### src/rtl/ddr_wr_arbiter.sv
// Round-robin N-to-1 AXI4 write-path arbiter for the MIG slave port.
// The winner owns AW, W and B for one whole burst; wlast comes from an internal beat counter.
module ddr_wr_arbiter #(
  parameter int CH     = 4,
  parameter int ADDR_W = 30,
  parameter int DATA_W = 64,
  parameter int ID_W   = 4
) (
  input  logic                 clk,
  input  logic                 rst_n,
  input  logic [CH*ADDR_W-1:0] s_axi_awaddr,
  input  logic [CH*8-1:0]      s_axi_awlen,
  input  logic [CH-1:0]        s_axi_awvalid,
  output logic [CH-1:0]        s_axi_awready,
  input  logic [CH*DATA_W-1:0] s_axi_wdata,
  input  logic [CH-1:0]        s_axi_wvalid,
  output logic [CH-1:0]        s_axi_wready,
  output logic [1:0]           s_axi_bresp,
  output logic [CH-1:0]        s_axi_bvalid,
  input  logic [CH-1:0]        s_axi_bready,
  output logic [ID_W-1:0]      m_axi_awid,
  output logic [ADDR_W-1:0]    m_axi_awaddr,
  output logic [7:0]           m_axi_awlen,
  output logic                 m_axi_awvalid,
  input  logic                 m_axi_awready,
  output logic [DATA_W-1:0]    m_axi_wdata,
  output logic                 m_axi_wlast,
  output logic                 m_axi_wvalid,
  input  logic                 m_axi_wready,
  input  logic [1:0]           m_axi_bresp,
  input  logic                 m_axi_bvalid,
  output logic                 m_axi_bready
);

  localparam int IDX_W = (CH > 1) ? $clog2(CH) : 1;

  typedef enum logic [1:0] {IDLE, ADDR, DATA, RESP} state_t;

  state_t            state_reg, state_next;
  logic [IDX_W-1:0]  grant_reg, grant_next;
  logic [IDX_W-1:0]  last_reg, last_next;
  logic [7:0]        len_reg, len_next;
  logic [7:0]        beat_reg, beat_next;

  logic [IDX_W-1:0]  pick_idx;
  logic [7:0]        pick_len;
  logic              pick_found;
  logic [IDX_W:0]    cand;

  logic [CH-1:0]     grant_onehot;
  logic [ADDR_W-1:0] sel_awaddr;
  logic [7:0]        sel_awlen;
  logic [DATA_W-1:0] sel_wdata;
  logic              sel_wvalid;
  logic              sel_bready;

  // Per-channel handshakes are gated by the registered grant, so losers only ever see 0.
  for (genvar gi = 0; gi < CH; gi++) begin : g_chan
    assign grant_onehot[gi]  = (grant_reg == IDX_W'(gi));
    assign s_axi_awready[gi] = grant_onehot[gi] && (state_reg == ADDR) && m_axi_awready;
    assign s_axi_wready[gi]  = grant_onehot[gi] && (state_reg == DATA) && m_axi_wready;
    assign s_axi_bvalid[gi]  = grant_onehot[gi] && (state_reg == RESP) && m_axi_bvalid;
  end

  always_comb begin
    sel_awaddr = '0;
    sel_awlen  = '0;
    sel_wdata  = '0;
    sel_wvalid = 1'b0;
    sel_bready = 1'b0;
    for (int i = 0; i < CH; i++) begin
      if (grant_onehot[i]) begin
        sel_awaddr = s_axi_awaddr[i*ADDR_W +: ADDR_W];
        sel_awlen  = s_axi_awlen[i*8 +: 8];
        sel_wdata  = s_axi_wdata[i*DATA_W +: DATA_W];
        sel_wvalid = s_axi_wvalid[i];
        sel_bready = s_axi_bready[i];
      end
    end
  end

  // Search starts one past the last served channel and wraps, giving round-robin fairness.
  always_comb begin
    pick_idx   = '0;
    pick_len   = '0;
    pick_found = 1'b0;
    cand       = '0;
    for (int k = 1; k <= CH; k++) begin
      cand = {1'b0, last_reg} + (IDX_W+1)'(k);
      if (cand >= (IDX_W+1)'(CH)) begin
        cand = cand - (IDX_W+1)'(CH);
      end
      for (int i = 0; i < CH; i++) begin
        if (!pick_found && s_axi_awvalid[i] && (cand[IDX_W-1:0] == IDX_W'(i))) begin
          pick_idx   = IDX_W'(i);
          pick_len   = s_axi_awlen[i*8 +: 8];
          pick_found = 1'b1;
        end
      end
    end
  end

  always_ff @(posedge clk or negedge rst_n) begin
    if (!rst_n) begin
      state_reg <= IDLE;
      grant_reg <= '0;
      last_reg  <= IDX_W'(CH - 1);
      len_reg   <= '0;
      beat_reg  <= '0;
    end else begin
      state_reg <= state_next;
      grant_reg <= grant_next;
      last_reg  <= last_next;
      len_reg   <= len_next;
      beat_reg  <= beat_next;
    end
  end

  assign m_axi_awid = ID_W'(grant_reg);

  always_comb begin
    state_next    = state_reg;
    grant_next    = grant_reg;
    last_next     = last_reg;
    len_next      = len_reg;
    beat_next     = beat_reg;
    m_axi_awvalid = 1'b0;
    m_axi_awaddr  = '0;
    m_axi_awlen   = '0;
    m_axi_wvalid  = 1'b0;
    m_axi_wdata   = '0;
    m_axi_wlast   = 1'b0;
    m_axi_bready  = 1'b0;
    s_axi_bresp   = '0;
    case (state_reg)
      IDLE: begin
        if (pick_found) begin
          grant_next = pick_idx;
          len_next   = pick_len;
          state_next = ADDR;
        end
      end
      ADDR: begin
        m_axi_awvalid = 1'b1;
        m_axi_awaddr  = sel_awaddr;
        m_axi_awlen   = sel_awlen;
        if (m_axi_awready) begin
          beat_next  = '0;
          state_next = DATA;
        end
      end
      DATA: begin
        m_axi_wvalid = sel_wvalid;
        m_axi_wdata  = sel_wdata;
        m_axi_wlast  = (beat_reg == len_reg);
        if (sel_wvalid && m_axi_wready) begin
          // The final beat leaves the counter alone so len=255 never wraps it.
          if (beat_reg == len_reg) begin
            state_next = RESP;
          end else begin
            beat_next = beat_reg + 8'd1;
          end
        end
      end
      RESP: begin
        m_axi_bready = sel_bready;
        s_axi_bresp  = m_axi_bresp;
        if (m_axi_bvalid && sel_bready) begin
          last_next  = grant_reg;
          state_next = IDLE;
        end
      end
      default: state_next = IDLE;
    endcase
  end

endmodule

### config.mk
export PLATFORM = sky130hd
export DESIGN_NAME = ddr_wr_arbiter
export DESIGN_NICKNAME = d
export VERILOG_FILES = /design/src/rtl/ddr_wr_arbiter.sv
export SDC_FILE = /design/constraint.sdc
export NUM_CORES = 1
export LEC_CHECK = 0
export ABC_CLOCK_PERIOD_IN_PS = 2510
export BUFFER_PORTS_ARGS = -buffer_cell sky130_fd_sc_hd__buf_2
export CELL_PAD_IN_SITES_DETAIL_PLACEMENT = 1
export CELL_PAD_IN_SITES_GLOBAL_PLACEMENT = 1
export CORE_AREA = 2 2 213 215
export CTS_CLUSTER_DIAMETER = 80
export DETAILED_ROUTE_END_ITERATION = 8
export DIE_AREA = 0 0 215 217
export GPL_ROUTABILITY_DRIVEN = 1
export PLACE_DENSITY_LB_ADDON = 0.3
export SETUP_SLACK_MARGIN = 0.5
export SLEW_MARGIN = 25
export SYNTH_ARGS = -nofsm -noshare
export SYNTH_HDL_FRONTEND = slang
export SYNTH_SLANG_ARGS = --single-unit
### constraint.sdc
create_clock -name clk -period 2.51 [get_ports clk]
set_clock_uncertainty 0.1 [all_clocks]
set_input_delay 0.1255 -clock clk [delete_from_list [all_inputs] [get_ports clk]]
set_output_delay 0.1255 -clock clk [all_outputs]
set_load 0.03 [all_outputs]
==> results.tsv, run 1 <==
metric	value	unit
status	finished, final reports clean	
critPathLaunchType	flip-flop	
synth_top_area_share	40.90	%
min_path_type	in2reg	
die_y	217	um
grt_max_degree	37	
worstPathArrival	2.09	ns
worst_skew_pair.late_latency	0.27	ns
seq_area_frac_synth	9.299	%
drt-initial-drc-count	643	
drv_slew	0	
grt_pass1_vias	8684	
numCtsBuffers	3	
switching_share	49.30	%
fin_nets	1644	
hold_slack	0.09611	ns
power.switching	6104	uW
power.clock.fraction	4.0	%
ys_dominant_reg_cell	dfrtp_1	
setup-violations-final	0	
synth_warnings	0	
drc_errors	0	
wire_per_inst	31.63	um
reg2reg_slack	0.22	ns
gp_congestion	0.8976	
grtUsageTotal	22.83	%
synth.distinct_cells	64	
cts_tree	done	
syn_area_per_cell	9.485	um2
grt_pass1_wl	73840	um
core_area	44700	um2
detailroute.via_count	8936	
fmax	0.4324	GHz
tns	0	ns
slew_headroom	47.78	%
cts_root_buf	clkbuf_16	
intPower	6278	uW
row_count	78	
rsz0062_at_grt	true	
tightest_slew	0.7804	ns
initial_core_util	13.30	%
finalWorstSetupSlack	0.1972	ns
clock-sinks	22	
areaGrowthSynthToFinish	93.41	%
period_share	92.14	%
ant_nets	0	
cts.path.max_buffers	2	
powerDensity	1077	nW/um2
place_ws	0.2210	ns
p_comb_share	89.7	%
min_period	2.313	ns
hold_violations	0	
synth_cells	627	
path_class	reg2out	
path_clk_slew	0.08	ns
dp_hpwl	46540	um
firstDrtPassIters	5	
wl	57810	um
ctsHtreeMaxLevel	1	
cp_max_fo	8	
drive_above_1_share	73.88	%
p_leak	0.005247	uW
pwr-share-seq	6.3	%
die_w	215	um
required	2.28	ns
die-area	46660	um2
io_buffers	548	
synth_area	5947	um2
yosysTopAreaCell	mux4_2	
synth_seq_cells	22	
antenna_found_initial	72	
via_per_inst	4.888	
synth_edf_count	0	
crit_path_end_kind	output pin	
vdd_drop_max	0.4393	mV
ys_async_sr_fraction	100.0	%
cap_violations	0	
io-pin-count	551	
ys_top_cells_by_area	mux4_2 41%, and2_1 12%, dfrtp_1 8.4%, nand2_1 2.9%, nand3_1 2.9%	
grt-ovfl-total	0	
==> layout by cell type, fill, tap and decap left out, types with 4 or more instances in the layout <==
master / Yosys / layout
a21oi_1: 14 / 8
a21oi_2: 0 / 5
a221oi_1: 7 / 5
a31oi_1: 13 / 13
a32oi_1: 7 / 7
and2_1: 113 / 61
and2_4: 0 / 51
and3_1: 5 / 4
buf_12: 0 / 9
buf_16: 0 / 10
buf_2: 17 / 482
buf_4: 3 / 58
buf_6: 3 / 73
buf_8: 0 / 4
clkbuf_16: 0 / 9
dfrtp_1: 20 / 17
diode_2: 0 / 18
mux4_2: 108 / 108
nand2_1: 46 / 39
nand3_1: 34 / 31
nand4_1: 8 / 8
nor2_1: 45 / 37
nor2_4: 0 / 5
nor3_1: 20 / 15
nor3_2: 0 / 5
nor4_1: 4 / 4
o21ai_0: 5 / 4
o22ai_1: 8 / 7
o31ai_1: 5 / 4
o31ai_2: 5 / 6
or4_1: 8 / 4
or4_4: 0 / 4
xnor2_1: 8 / 7
==> per-stage QoR <==
step	std cells	area (um2)	power [uW]	util, %
finish	1828	11500	12380	25.73
global route	1817	11470	13010	25.67
CTS	1778	10200	10500	22.83
detailed placement	1739	9464	8920	21.17
floorplan	628	6025	6317	-
global placement	1739	9464	8849	21.17
==> worst max-delay path, stage by stage, from the launching register on <==
cell     delay, ns
dfrtp_4       0.51
buf_8         0.15
buf_12        0.12
buf_16        0.13
buf_16        0.15
mux4_2        0.44
and2_4        0.18
buf_6         0.13
==> layout make-up <==
| type | count | area, um2 |
|---|---|---|
| antenna | 18 | 45.04 |
| clock inverter | 1 | 30.03 |
| sequential | 22 | 565.5 |
| inverter | 7 | 32.53 |
| tap | 600 | 750.7 |
| fill | 5361 | 33200 |
| multi-input combinational | 533 | 5625 |
| timing repair buffer | 644 | 4378 |
| clock buffer | 3 | 75.07 |
==> metal layers <==
layer,GRT usage (%),part of all wire (%),up-vias
li1,-,-,3659
met1,27.74,38,4454
met2,34.97,44,618
met3,13.03,14,151
met4,5.011,3.8,54
met5,0,0.60,-
==> final timing paths <==
path                                          startpoint                        to  cells past startpoint
min in group asynchronous                          rst_n    len_reg[5]$_DFFE_PN0P_                      2
worst min register to register   beat_reg[4]$_DFFE_PN0P_   beat_reg[4]$_DFFE_PN0P_                      2
max in group asynchronous                          rst_n  grant_reg[0]$_DFFE_PN0P_                      2
worst max register to register  grant_reg[0]$_DFFE_PN0P_   beat_reg[7]$_DFFE_PN0P_                      7
worst max-delay path            grant_reg[0]$_DFFE_PN0P_          m_axi_awaddr[18]                      7
worst min-delay path                      s_axi_awlen[1]    len_reg[1]$_DFFE_PN0P_                      3
==> cells by family (layout without fill, tap and decap cells) <==
family / after synthesis / in the layout / share of synthesized area [%]
and+or+nand+nor: 315 / 315 / 29.48
muxes: 114 / 114 / 41.97
AOI/OAI and AO/OA: 87 / 88 / 11.15
buffers and inverters: 74 / 655 / 5.596
DFF: 22 / 22 / 9.299
xor gates and xnor gates: 8 / 8 / 1.178
adders and majority gates: 6 / 6 / 1.262
other: 1 / 20 / 0.06306
==> power groups by stage <==
| stage | clock network, uW | logic, uW | registers (uW) |
|---|---|---|---|
| CTS | 511 | 9240 | 748 |
| finish | 495 | 11100 | 775 |
| global placement | 0 | 8000 | 850 |
| detailed placement | 0 | 8060 | 858 |
| global route | 515 | 11700 | 793 |
| floorplan | 0 | 5670 | 644 |
==> synthesized netlist by cell type, types with 3 or more instances <==
cell type	n
mux2_2	3
buf_6	3
inv_1	6
o211ai_1	3
o41a_1	3
buf_2	17
mux2i_1	3
nor2_1	45
xnor2_1	8
nand3_1	34
a21oi_1	14
a31oi_1	13
nor3_1	20
and3b_1	4
o31ai_1	5
nor3b_1	3
mux4_2	108
nand2_1	46
buf_4	3
nand4_1	8
and3_1	5
nor4_1	4
ha_1	6
and2_1	113
or4_1	8
o21ai_0	5
a211oi_2	4
clkbuf_1	42
a221oi_1	7
o22ai_1	8
dfrtp_1	20
o31ai_2	5
a32oi_1	7
nand2b_1	5
==> timing repair <==
item | 4_1_cts | 5_1_grt
setup endpoints to repair | 135 | 135
gates cloned | 7 | 6
gates resized for setup | 51 | 324
setup buffers | 27 | 26
pin swaps | 9 | 27
hold buffers | 1 | 0
endpoints found under the hold margin | 20 | 0
Power figures use the tool's default switching activity.
==> run 2: changes to the inputs <==
Settings changed: CELL_PAD_IN_SITES_DETAIL_PLACEMENT 1 to 0, CELL_PAD_IN_SITES_GLOBAL_PLACEMENT 1 to 2, CORE_AREA 2 2 213 215 to 2 2 215 217, CTS_CLUSTER_DIAMETER 80 to not set, DIE_AREA 0 0 215 217 to 0 0 217 219.
==> run 2 against run 1 <==
  * Maximum frequency grew 3.0%
  * Sequential cell count did not move
  * Register-to-register slack better by 0.07 ns
  * Combinational power about the same
  * Worst setup slack improved by 0.067 ns
  * Via count is 3.8% lower
  * Critical endpoint is now m_axi_wdata[13]
  * First-iteration DRC count down 4.8%
  * Sequential power down 4.9%
  * Critical path type unchanged
  * Highest routed layer unchanged
==> results.tsv, run 2 (synthesis gave the netlist of run 1 again) <==
metric	value	unit
status	finished, final reports clean	
layout_common_cells	472 x buf_2, 108 x mux4_2, 84 x buf_6	
detailroute.via_count	8595	
critPathLaunchType	flip-flop	
final_common_cell	buf_2	
p_leak	0.005275	uW
powerDensity	1074	nW/um2
hold_path_end	len_reg[4]$_DFFE_PN0P_	
ctsHtreeMaxLevel	1	
tightest_slew	0.6370	ns
die-area	47520	um2
worstReg2RegEnd	beat_reg[7]$_DFFE_PN0P_	
rr_startpoint	grant_reg[0]$_DFFE_PN0P_	
ant_nets	0	
cts_root_buf	clkbuf_16	
reg2reg_slack	0.29	ns
drv_slew	0	
tns	0	ns
gp_congestion	0.8435	
via_per_inst	4.728	
hold_violations	0	
setup-violations-final	0	
cts.path.max_buffers	2	
fin_nets	1648	
crit_path_end_kind	output pin	
min_path_type	in2reg	
path_class	reg2out	
whs_path_depth	3	
fmax	0.4453	GHz
slew_headroom	57.38	%
cts_tree	done	
post-route-util	25.52	%
drt-initial-drc-count	612	
die_y	219	um
grt_pass1_wl	67670	um
wl	52350	um
core_area	45090	um2
wire_per_inst	28.80	um
grtUsageTotal	20.41	%
worstPathArrival	2.02	ns
drive_above_1_share	73.64	%
grt_pass1_vias	8358	
period_share	89.47	%
grt-ovfl-total	0	
antenna_found_initial	46	
cp_max_fo	8	
vdd_drop_max	0.4545	mV
min_period	2.246	ns
io_buffers	548	
clock-sinks	22	
cap_violations	0	
io-pin-count	551	
r2r_cells	6	
die_w	217	um
rsz0062_at_grt	true	
required	2.28	ns
initial_core_util	13.19	%
numCtsBuffers	3	
dp_hpwl	42420	um
drc_errors	0	
worst_skew_pair.late_latency	0.27	ns
fillers	5017	
hold_start	s_axi_awlen[4]	
path_clk_slew	0.07	ns
row_count	78	
grt_max_degree	35	
areaGrowthSynthToFinish	93.48	%
firstDrtPassIters	4	
-- run 2: cell types whose count changed in the layout (fill, tap and decap cells not counted), moves of 3 or more --
| cell | previous run | this run |
|---|---|---|
| a211oi_4 | 3 | 0 |
| a21oi_1 | 8 | 13 |
| and2_1 | 61 | 51 |
| buf_6 | 73 | 84 |
| nor3_1 | 15 | 12 |
| diode_2 | 18 | 4 |
| or4_4 | 4 | 0 |
| buf_8 | 4 | 7 |
| or4_1 | 4 | 8 |
| a211oi_2 | 1 | 4 |
| buf_2 | 482 | 472 |
| and2_4 | 51 | 62 |
| a21oi_2 | 5 | 1 |
-- run 2: metal layers --
| metal | global-route usage [%] | part of all wire, % |
|---|---|---|
| met3 | 8.150 | 11 |
| met4 | 4.292 | 2.1 |
| met2 | 32.15 | 46 |
| met5 | 0 | 0.40 |
| met1 | 26.24 | 40 |
-- run 2: final cells by class --
class,count,area [um2],share of cell area (%)
sequential,22,561.8,4.883
inverter,7,30.03,0.2610
multi-input combinational,532,5527,48.03
timing repair buffer,649,4522,39.30
antenna,4,10.01,0.08699
tap,600,750.7,6.525
clock inverter,1,30.03,0.2610
clock buffer,3,75.07,0.6525
-- run 2: worst max-delay path, stage by stage (launching register included) --
cell	delay, ns
dfrtp_4	0.49
buf_16	0.17
buf_16	0.15
mux4_2	0.60
and2_4	0.18
buf_6	0.13
-- run 2: stage by stage --
stage | hold WS (ns) | worst slack, ns | cells | total power, uW | instance area, um2
final | 0.1518 | 0.2644 | 1818 | 12360 | 11510
after global routing | 0.1661 | 0.2248 | 1817 | 13020 | 11500
after CTS | 0.1479 | 0.2595 | 1798 | 11530 | 10880
after detailed placement | 0.08926 | 0.3111 | 1749 | 9040 | 9552
after global placement | 0.09539 | 0.3171 | 1749 | 9023 | 9552
after floorplan | -0.2701 | 0.4558 | 628 | 6317 | 6025
-- run 2: worst max-delay path by stage --
| stage | start | end | slack, ns | cells past startpoint |
|---|---|---|---|---|
| after floorplan | state_reg[0]$_DFFE_PN0P_ | s_axi_wready[2] | 0.46 | 6 |
| after global placement | grant_reg[0]$_DFFE_PN0P_ | m_axi_wdata[20] | 0.32 | 5 |
| after detailed placement | grant_reg[0]$_DFFE_PN0P_ | m_axi_awaddr[24] | 0.31 | 5 |
| after CTS | grant_reg[0]$_DFFE_PN0P_ | m_axi_wdata[29] | 0.26 | 6 |
| after global routing | grant_reg[0]$_DFFE_PN0P_ | beat_reg[7]$_DFFE_PN0P_ | 0.22 | 6 |
| final | grant_reg[0]$_DFFE_PN0P_ | m_axi_wdata[13] | 0.26 | 5 |
-- run 2: where the power goes --
part | internal [uW] | switching [uW] | leakage, uW
clock network | 318 | 165 | 0.0000511
logic | 5540 | 5600 | 0.00495
registers | 517 | 220 | 0.000275
total | 6370 | 5990 | 0.00528
-- run 2: what timing repair did --
action / in CTS / in global routing
hold buffers: 1 / 0
cloned: 9 / 4
endpoints found under the setup margin: 125 / 128
gates resized for setup: 199 / 137
pin swaps: 24 / 28
setup buffers: 35 / 12
hold endpoints to repair: 20 / 0
==> run 3: changes to the inputs <==
Settings changed: RECOVER_POWER set to 100.
==> run 3 against run 2 <==
  * The flow now finishes with violations (capacitance limit, slew limit)
  * Sequential share of layout area grew 0.069 points
  * Critical path depth unchanged
  * First-iteration DRC count unchanged
  * Worst setup slack got worse by 0.091 ns
  * Critical endpoint unchanged
  * Hold slack is essentially flat
  * Die area stayed put
  * Sequential power shrank 0.9%
  * Clock power about the same
  * Routed wire length is essentially flat
  * Sequential cell count did not move
  * Utilization fell by 0.52 points
==> results.tsv, run 3 (synthesis gave the netlist of run 1 again) <==
metric	value	unit
status	finished with violations	
violations	capacitance limit, slew limit	
vdd_drop_max	0.4305	mV
critPathLaunchType	flip-flop	
worst_skew_pair.late_latency	0.27	ns
die_y	219	um
grt_pass1_vias	8358	
powerDensity	1057	nW/um2
min_path_type	in2reg	
tightest_slew	1.568	ns
antenna_found_initial	46	
min_period	2.337	ns
pwr-share-seq	6.1	%
grt_max_degree	35	
final_common_cell	buf_2	
wire_per_inst	28.79	um
core_area	45090	um2
required	2.28	ns
layout_common_cells	434 x buf_2, 108 x mux4_2, 83 x buf_6	
fillers	5068	
hold_slack	0.1515	ns
die-area	47520	um2
cts.path.max_buffers	2	
io-pin-count	551	
firstDrtPassIters	5	
path_class	reg2out	
fin_nets	1648	
slew_headroom	-4.542	%
cts_tree	done	
ctsHtreeMaxLevel	1	
drc_errors	0	
crit_slowest_cell	mux4_2	
power.switching	5894	uW
worstPathArrival	2.11	ns
ant_nets	0	
setup-violations-final	0	
cpMostUsedCell	buf_16	
cp_max_fo	8	
initial_core_util	13.19	%
areaGrowthSynthToFinish	89.50	%
worst_path_largest_cell_delay	0.60	ns
p_comb_share	89.8	%
crit_path_end_kind	output pin	
gp_congestion	0.8435	
period_share	93.10	%
hold_violations	0	
dp_hpwl	42420	um
cts_root_buf	clkbuf_16	
detailroute.via_count	8536	
die_w	217	um
path_clk_slew	0.07	ns
cp_cell_sequence	buf_16 > buf_16 > mux4_2 > and2_4 > buf_6	
p_leak	0.005059	uW
fmax	0.4279	GHz
wl	52360	um
switching_share	49.50	%
grt_pass1_wl	67670	um
numCtsBuffers	3	
rsz0062_at_grt	true	
clock-sinks	22	
drt-initial-drc-count	612	
via_per_inst	4.693	
tns	0	ns
intPower	6013	uW
drive_above_1_share	67.30	%
power.clock.fraction	4.1	%
row_count	78	
grt-ovfl-total	0	
grtUsageTotal	20.41	%
drv_slew	23	
cap_violations	1	
io_buffers	548	
run 3: through the flow:
step	utilization, %	cells	cell area (um2)	setup slack (ns)	power, uW
finish	24.99	1819	11270	0.1732	11910
global route	24.98	1817	11260	0.1159	12560
CTS	24.12	1798	10880	0.2595	11530
detailed placement	21.18	1749	9552	0.3111	9040
global placement	21.18	1749	9552	0.3171	9023
floorplan	-	628	6025	0.4558	6317
run 3: final timing paths:
kind                       depth (start not counted)                     start                  endpoint  slack [ns]
min in group asynchronous                          2                     rst_n    len_reg[6]$_DFFE_PN0P_        0.68
setup / recovery                                   5  grant_reg[0]$_DFFE_PN0P_           m_axi_wdata[13]        0.17
max in group asynchronous                          2                     rst_n  grant_reg[1]$_DFFE_PN0P_        0.51
hold reg to reg                                    2   beat_reg[4]$_DFFE_PN0P_   beat_reg[4]$_DFFE_PN0P_        0.48
hold / removal                                     3            s_axi_awlen[6]    len_reg[6]$_DFFE_PN0P_        0.15
setup reg to reg                                   7   last_reg[0]$_DFFE_PN1P_    len_reg[7]$_DFFE_PN0P_        0.23
run 3: repair_timing:
item	4_1_cts	5_1_grt
gates cloned	9	4
hold endpoints to repair	20	0
hold buffers	1	0
endpoints found under the setup margin	125	128
setup buffers	35	12
pin swaps	24	28
gates resized for setup	199	137
run 3: critical path, delay by kind of cell (launching register included):
family / cells / cell delay (ns)
muxes: 1 / 0.60
DFF: 1 / 0.56
buffers and inverters: 3 / 0.49
and+or+nand+nor: 1 / 0.18
run 3: power groups by stage:
stage	combinational [uW]	sequential (uW)	clock, uW
CTS	10300	726	499
floorplan	5670	644	0
finish	10700	730	483
global route	11300	752	508
global placement	8270	752	0
detailed placement	8280	762	0
run 3: layout make-up:
type | count | area, um2 | area share (%)
Sequential cell | 22 | 558.0 | 4.952
Timing Repair Buffer | 649 | 4471 | 39.67
Inverter | 7 | 30.03 | 0.2665
Clock buffer | 3 | 75.07 | 0.6661
Antenna cell | 5 | 12.51 | 0.1110
Clock inverter | 1 | 30.03 | 0.2665
Multi-Input combinational cell | 532 | 5343 | 47.41
Tap cell | 600 | 750.7 | 6.661
run 3: per-layer routing:
metal,part of all wire (%),vias to the layer above,global-route usage [%]
li1,-,3649,-
met1,41,4252,26.24
met2,46,509,32.15
met3,11,88,8.150
met4,2.2,38,4.292
met5,0.44,-,0
